$ cat config.mk
export PLATFORM = sky130hd
export DESIGN_NAME = sipo_frame_receiver
export DESIGN_NICKNAME = d
export VERILOG_FILES = /design/src/rtl/sipo_frame_receiver_pkg.sv /design/src/rtl/sipo_frame_receiver_shift_core.sv /design/src/rtl/sipo_frame_receiver.sv
export SDC_FILE = /design/constraint.sdc
export NUM_CORES = 1
export LEC_CHECK = 0
export CORE_MARGIN = 10
export CORE_UTILIZATION = 48
export CTS_CLUSTER_DIAMETER = 50
export CTS_CLUSTER_SIZE = 10
export DETAILED_ROUTE_END_ITERATION = 16
export PLACE_DENSITY = 0.73
export SLEW_MARGIN = 20
export SYNTH_ARGS = -nofsm -noshare
export SYNTH_HDL_FRONTEND = slang
export SYNTH_SLANG_ARGS = --single-unit
$ cat constraint.sdc
create_clock -name clk -period 1.7 [get_ports clk]
set_clock_uncertainty 0.05 [all_clocks]
set_input_delay 0.34 -clock clk [delete_from_list [all_inputs] [get_ports clk]]
set_output_delay 0.34 -clock clk [all_outputs]
set_load 0.005 [all_outputs]
$ cat src/rtl/sipo_frame_receiver_pkg.sv
// Shared framing definitions for the serial frame receiver and its PISO transmitter.
// Latency: n/a (types and constants only).
// Backpressure: n/a.
package sipo_frame_receiver_pkg;

  // FSM state encodings, shared so the transmitter side decodes states identically.
  localparam logic [1:0] ST_IDLE = 2'd0;
  localparam logic [1:0] ST_DATA = 2'd1;
  localparam logic [1:0] ST_STOP = 2'd2;

  typedef enum logic [1:0] {
    IDLE = ST_IDLE,
    DATA = ST_DATA,
    STOP = ST_STOP
  } frame_state_t;

  // Line levels that delimit a frame; the idle line sits at STOP_BIT.
  localparam logic START_BIT = 1'b1;
  localparam logic STOP_BIT  = 1'b0;

endpackage

$ cat src/rtl/sipo_frame_receiver_shift_core.sv
// WIDTH-bit serial-in shift register with synchronous clear and selectable direction.
// Latency: one bit per shift_en edge; q reflects the shifted value after that edge.
// Backpressure: none, shifts whenever shift_en is high.
//
// Ports:
//   clk, rst   clock and asynchronous active-high reset
//   clear      zero the register (takes priority over shift_en)
//   shift_en   shift serial_in in on this edge
//   serial_in  incoming bit
//   q          register contents
module sipo_shift_core #(
  parameter int WIDTH     = 4,
  parameter bit MSB_FIRST = 1'b1
) (
  input  logic             clk,
  input  logic             rst,
  input  logic             clear,
  input  logic             shift_en,
  input  logic             serial_in,
  output logic [WIDTH-1:0] q
);

  logic [WIDTH-1:0] q_shifted;

  // MSB-first: bits enter at the bottom and migrate up, so the first bit
  // ends at q[WIDTH-1]. LSB-first: bits enter at the top and migrate down.
  generate
    if (WIDTH == 1) begin : g_single
      assign q_shifted = serial_in;
    end else if (MSB_FIRST) begin : g_msb
      assign q_shifted = {q[WIDTH-2:0], serial_in};
    end else begin : g_lsb
      assign q_shifted = {serial_in, q[WIDTH-1:1]};
    end
  endgenerate

  always_ff @(posedge clk or posedge rst) begin
    if (rst) begin
      q <= '0;
    end else if (clear) begin
      q <= '0;
    end else if (shift_en) begin
      q <= q_shifted;
    end
  end

endmodule

$ cat src/rtl/sipo_frame_receiver.sv
// Serial frame receiver: start bit, WIDTH data bits, stop bit, into a valid/ready holding register.
// Latency: data_valid rises 1 clk after the stop-bit sample edge.
// Backpressure: one-deep holding register; a good frame arriving while it is full is dropped with an overrun pulse.
//
// Ports:
//   clk, rst    clock and asynchronous active-high reset
//   serial_in   serial line, sampled only on edges with bit_en=1
//   bit_en      sample strobe
//   data_out    last accepted payload; data_valid flags it as unconsumed
//   data_ready  consumer takes data_out on a data_valid & data_ready edge
//   busy        receiver is inside a frame
//   frame_err   1-cycle pulse: stop bit was not STOP_BIT
//   overrun     1-cycle pulse: good frame dropped because holding register was full
module sipo_frame_receiver
  import sipo_frame_receiver_pkg::*;
#(
  parameter int WIDTH     = 4,
  parameter bit MSB_FIRST = 1'b1
) (
  input  logic             clk,
  input  logic             rst,
  input  logic             serial_in,
  input  logic             bit_en,
  output logic [WIDTH-1:0] data_out,
  output logic             data_valid,
  input  logic             data_ready,
  output logic             busy,
  output logic             frame_err,
  output logic             overrun
);

  localparam int CW = $clog2(WIDTH + 1);

  frame_state_t     state, state_nxt;
  logic [CW-1:0]    bit_cnt;
  logic [WIDTH-1:0] shift_q;
  logic             shift_clear;
  logic             shift_en;
  logic             stop_sample;

  logic stop_good;
  logic consume;
  logic load;

  sipo_shift_core #(
    .WIDTH     (WIDTH),
    .MSB_FIRST (MSB_FIRST)
  ) u_shift (
    .clk       (clk),
    .rst       (rst),
    .clear     (shift_clear),
    .shift_en  (shift_en),
    .serial_in (serial_in),
    .q         (shift_q)
  );

  always_ff @(posedge clk or posedge rst) begin
    if (rst) begin
      state <= IDLE;
    end else begin
      state <= state_nxt;
    end
  end

  always_comb begin
    state_nxt   = state;
    shift_clear = 1'b0;
    shift_en    = 1'b0;
    stop_sample = 1'b0;
    case (state)
      IDLE: begin
        if (bit_en && serial_in == START_BIT) begin
          state_nxt   = DATA;
          shift_clear = 1'b1;
        end
      end
      DATA: begin
        if (bit_en) begin
          shift_en = 1'b1;
          if (bit_cnt == CW'(WIDTH - 1)) begin
            state_nxt = STOP;
          end
        end
      end
      STOP: begin
        // Return to IDLE whatever the stop bit is; the check only decides the outcome.
        if (bit_en) begin
          stop_sample = 1'b1;
          state_nxt   = IDLE;
        end
      end
      default: state_nxt = IDLE;
    endcase
  end

  // Counter reaches WIDTH at the last data bit and is cleared by the next start bit.
  always_ff @(posedge clk or posedge rst) begin
    if (rst) begin
      bit_cnt <= '0;
    end else if (shift_clear) begin
      bit_cnt <= '0;
    end else if (shift_en) begin
      bit_cnt <= bit_cnt + CW'(1);
    end
  end

  assign stop_good = stop_sample && (serial_in == STOP_BIT);
  assign consume   = data_valid && data_ready;
  // A frame may load into a register being drained on the same edge.
  assign load      = stop_good && (!data_valid || data_ready);

  always_ff @(posedge clk or posedge rst) begin
    if (rst) begin
      data_out   <= '0;
      data_valid <= 1'b0;
      frame_err  <= 1'b0;
      overrun    <= 1'b0;
    end else begin
      frame_err <= stop_sample && (serial_in != STOP_BIT);
      overrun   <= stop_good && data_valid && !data_ready;
      if (load) begin
        data_out   <= shift_q;
        data_valid <= 1'b1;
      end else if (consume) begin
        data_valid <= 1'b0;
      end
    end
  end

  assign busy = (state != IDLE);

endmodule

Yosys cells after proc, flatten, opt, wreduce, memory -nomap -nowiden. Cells that the tools add are included.

Flip-flop bits (word level): 16. Bits of input ports: 5. Output and inout bits: 8.

Add/subtract/negate cells: 1. Equality and inequality tests: 7. Multiplexer cells: 16. Bitwise operators: 1. Reduce and logical (&&, ||, !) cells: 15.

Operator list (number): $mux W2 (4); $mux W4 (2); $ne A2 B2 Y1 const B (4); $logic_and A1 B1 Y1 (7); $mux W1 (7); $mux W3 (2); $pmux W2 S3 (1); $reduce_bool A2 Y1 (3); $reduce_and A4 Y1 (1); $add A3 B1 Y3 const B (1); $eq A3 B2 Y1 const B (1); $eq A2 B1 Y1 const B (1); $eq A2 B2 Y1 const B (1); $logic_not A1 Y1 (2); $logic_not A2 Y1 (1); $logic_or A1 B1 Y1 (1); $not A1 Y1 (1).

Depth between registers and ports, before layout.
Depth after elaboration: 5. Depth in mapped cells: 4. Mapped depth without buffers: 4.

Hierarchy. From an unflattened synthesis, not the netlist that was laid out.

Cell total of the unflattened synthesis: 57. Area total of the unflattened synthesis: 718.2 µm².

By module, submodules not included: sipo_frame_receiver (instances 1, cells an instance 43, area each 554.3 µm², seq. area each 300.3 µm²); sipo_shift_core (instances 1, cells an instance 14, area each 163.9 µm², seq. area each 100.1 µm²).

Worst setup path before layout. OpenSTA, ideal clock, no wires.

Path type: reg-to-reg. Start: register state[0]. End: register data_out[0]. Setup time: 0.125 ns. Arrival: 1.101 ns. Required time: 1.525 ns. Setup slack: 0.424 ns. Stages on the path, launching flop included: 4. Buffers on the path: 0. Path through: dfrtp_1 -> nand4bb_1 -> nand2b_4 -> mux2_4.

Cells in the longest elaborated chain, start to end: 4.

RTL lines: start, declared (line sipo_frame_receiver.sv:34) `frame_state_t state, state_nxt;`; start signal, assigned (line sipo_frame_receiver.sv:61) `state <= state_nxt;`; $eq A2 B2 Y1 (line sipo_frame_receiver.sv:70) `case (state)`; $mux W1 (line sipo_frame_receiver.sv:70); $logic_and A1 B1 Y1 (line sipo_frame_receiver.sv:107) `assign stop_good = stop_sample && (serial_in == STOP_BIT);`; $logic_and A1 B1 Y1 (line sipo_frame_receiver.sv:110) `assign load = stop_good && (!data_valid || data_ready);`; end signal, assigned (line sipo_frame_receiver.sv:122) `data_out <= shift_q;`; end, declared (line sipo_frame_receiver.sv:24) `output logic [WIDTH-1:0] data_out,`.

No other way between the ends. A chain may end at the register's enable or synchronous reset.

Final worst setup path.
Start: register state[1]. End: output port busy.

Cells in the longest elaborated chain, start to end: 1.

RTL lines: $reduce_bool A2 Y1 (line sipo_frame_receiver.sv:130) `assign busy = (state != IDLE);`; end, declared (line sipo_frame_receiver.sv:27) `output logic busy,`.

No other way between the ends.

==> reports/metrics.csv <==
metric;value;unit
clk buf depth;2;
Lkg Pwr;0.444;nW
post-synth cell types;20;
TritonCTS clock tree;built;
post-route ant nets;0;
Reg power frac;48.4;%
crit-path max FO;2;
Die Y;57.3;um
TritonCTS Sinks;16;
outcome;finished, final reports clean;
clock slew at reported path FFs;0.09;ns
synthesized net count;56;
most common cell after layout, fill and taps aside;dfrtp_1;
GR Util All Layers;8.05;%
Starting DRT DRC Count;5;
crit path time final;1.64;ns
# IOs;13;
std cell rows;13;
via count;429;
Seq/Total Area, Yosys;59.9;%
worst IR drop on VDD;0.000690;V
CP arrival;1.25;ns
H-Tree Level Count;1;
drt drc;0;
Worst Path Required;1.31;ns
IO Port Bufs;12;
Syn Area/Cell;13.6;sq um
Syn Inst Count;49;
yosys warns;0;
count of pins over their slew limit;0;
Fmax;611;MHz
global-route wire length before repair;2110;um
NetSw;328;uW
Final Cycle Share;96.3;%
largest net degree at the start of global routing;17;
clock latency on the worst-skew pair;0.28;ns
cell internal pwr;845;uW
flop and latch count out of synthesis;16;
Fill cells;113;
CP cell instances;or2_2, dlygate4sd2_1;
Die ar.;3280;sq um
RSZ-0062 raised after global routing;no;
setup TNS;0;ns
share of cells above drive strength 1;24.3;%
slowest CP cell;dfrtp_1;
Vias/cell;5.05;
DR pass1 iterations;3;
DIE WIDTH;57.3;um
vias in the first global route;473;
critical path capture point type;primary output;
Post-Route WL;1220;um
measured slew at the worst slew-check pin;0.466;ns
root buffer cell;clkbuf_4;
hold buffers post-CTS;0;
HP Class;primary input to asynchronous set/reset pin;
pwr dens;1330;nW/um^2
total CTS buffers;3;
GR Overflow Total;0;
Combinational Power Share;30.6;%
wire per inst;14.3;um
Setup violations, final;0;
worst rel slew slack;68.7;%
Layout area overhead;32.0;%
Worst path max stage delay;0.39;ns
startpoint types;flip-flop;
most frequent cells in the layout;dfrtp_1 (16), clkdlybuf4s50_1 (11), a22o_1 (6), buf_4 (6), mux2_4 (4);
Antenna diodes;0;
initial antenna violation count;0;
Placeable Area;1300;sq um
CP top delay family;flip-flops;
max cap viols;0;
total power;1.17;mW
Final HPWL DP;869;um
power share of the clock group;21.0;%
Net Sw Frac;28.0;%
# nets final;78;
Initial Util;51.3;%
CP Class;flip-flop to primary output;
critical path buffer and inverter count;1;
Post-Syn Area;668;sq um
Final Hold Viols;0;
Placer Congestion;0.680;
==> worst reg2reg max path: cells and delay by family, from the launching register on <==
kind / cells / cell delay (ns)
flip-flops: 1 / 0.39
buffers and inverters: 1 / 0.15
AND/OR/NAND/NOR: 2 / 0.40
multiplexers: 1 / 0.30
==> power groups by stage <==
stage / combinational (mW) / sequential (mW) / clock (mW)
2_1_floorplan: 0.217 / 0.565 / 0
3_3_place_gp: 0.346 / 0.572 / 0
3_5_place_dp: 0.354 / 0.578 / 0
4_1_cts: 0.365 / 0.570 / 0.250
5_1_grt: 0.407 / 0.585 / 0.266
6_report: 0.359 / 0.567 / 0.246
==> per-stage QoR <==
step	utilization (%)	hold slack [ns]	std cells	cell area [sq um]	worst slack (ns)
after global routing	67.8	0.317	85	882	0.0297
after detailed placement	64.5	0.446	80	840	0.0150
after global placement	64.5	0.438	80	840	0.0418
final	67.8	0.302	85	882	0.0626
after floorplan	-	0.204	49	668	0.424
after CTS	67.8	0.306	85	882	0.0609
==> cells in the mapped netlist <==
| cell | count | area, sq um |
|---|---|---|
| ha_1 | 2 | 25.0 |
| inv_1 | 3 | 11.3 |
| nand2b_4 | 1 | 13.8 |
| o21ai_0 | 1 | 5.00 |
| a21oi_1 | 1 | 5.00 |
| nor2_1 | 2 | 7.51 |
| dfrtp_1 | 16 | 400 |
| a311oi_1 | 1 | 8.76 |
| mux2_2 | 1 | 11.3 |
| buf_2 | 1 | 5.00 |
| nand2b_1 | 1 | 6.26 |
| a22o_1 | 6 | 52.6 |
| mux2_4 | 4 | 60.1 |
| nand4bb_1 | 1 | 11.3 |
| nor2b_1 | 1 | 6.26 |
| and3b_1 | 1 | 8.76 |
| or2_2 | 1 | 6.26 |
| o21ai_1 | 1 | 5.00 |
| nand2_1 | 3 | 11.3 |
| or2b_1 | 1 | 7.51 |
==> logic make-up (layout without fill, tap and decap cells) <==
logic type,count (synthesis),count (layout),share of synthesized area (%)
AND/OR/NAND/NOR,12,12,11.8
buffers and inverters,4,25,2.43
flip-flops,16,16,59.9
adder cells (fa/ha/maj),2,2,3.74
multiplexers,5,5,10.7
AO/OA/AOI/OAI,10,10,11.4
==> metal layers <==
layer	track usage (%)	wire (um)
met1	7.96	545
met2	13.8	585
met3	3.76	81
met4	4.03	7
met5	0	0
==> final timing paths <==
path	depth (start not counted)	slack, ns	end	start
hold reg to reg	1	0.46	bit_cnt[2]	bit_cnt[2]
hold / removal	3	0.30	data_out[1]	rst
min in group clk	1	0.46	bit_cnt[2]	bit_cnt[2]
setup reg to reg	4	0.30	data_out[2]	state[0]
setup / recovery	2	0.06	busy	state[1]
max in group asynchronous	3	1.12	bit_cnt[2]	rst
==> sequential cells by signal (all words and copies together), names as in the netlist <==
register,flops
bit_cnt,3
frame_err,1
u_shift.q,4
data_out,4
overrun,1
state,2
data_valid,1
==> layout make-up <==
class | instances | area (sq um) | area share [%]
repair buffers | 18 | 164 | 18.6
flip-flops and latches | 16 | 400 | 45.4
multi-input cells | 29 | 251 | 28.5
well taps | 15 | 18.8 | 2.13
clock buffers | 4 | 36.3 | 4.11
inverters | 3 | 11.3 | 1.28
==> repair_timing <==
action / CTS / global route
hold endpoints to repair: 0 / 0
resized for setup: 1 / 0
setup buffers: 1 / 0
endpoints found under the setup margin: 1 / 0
Note: power is estimated with default switching activity, not from simulation.
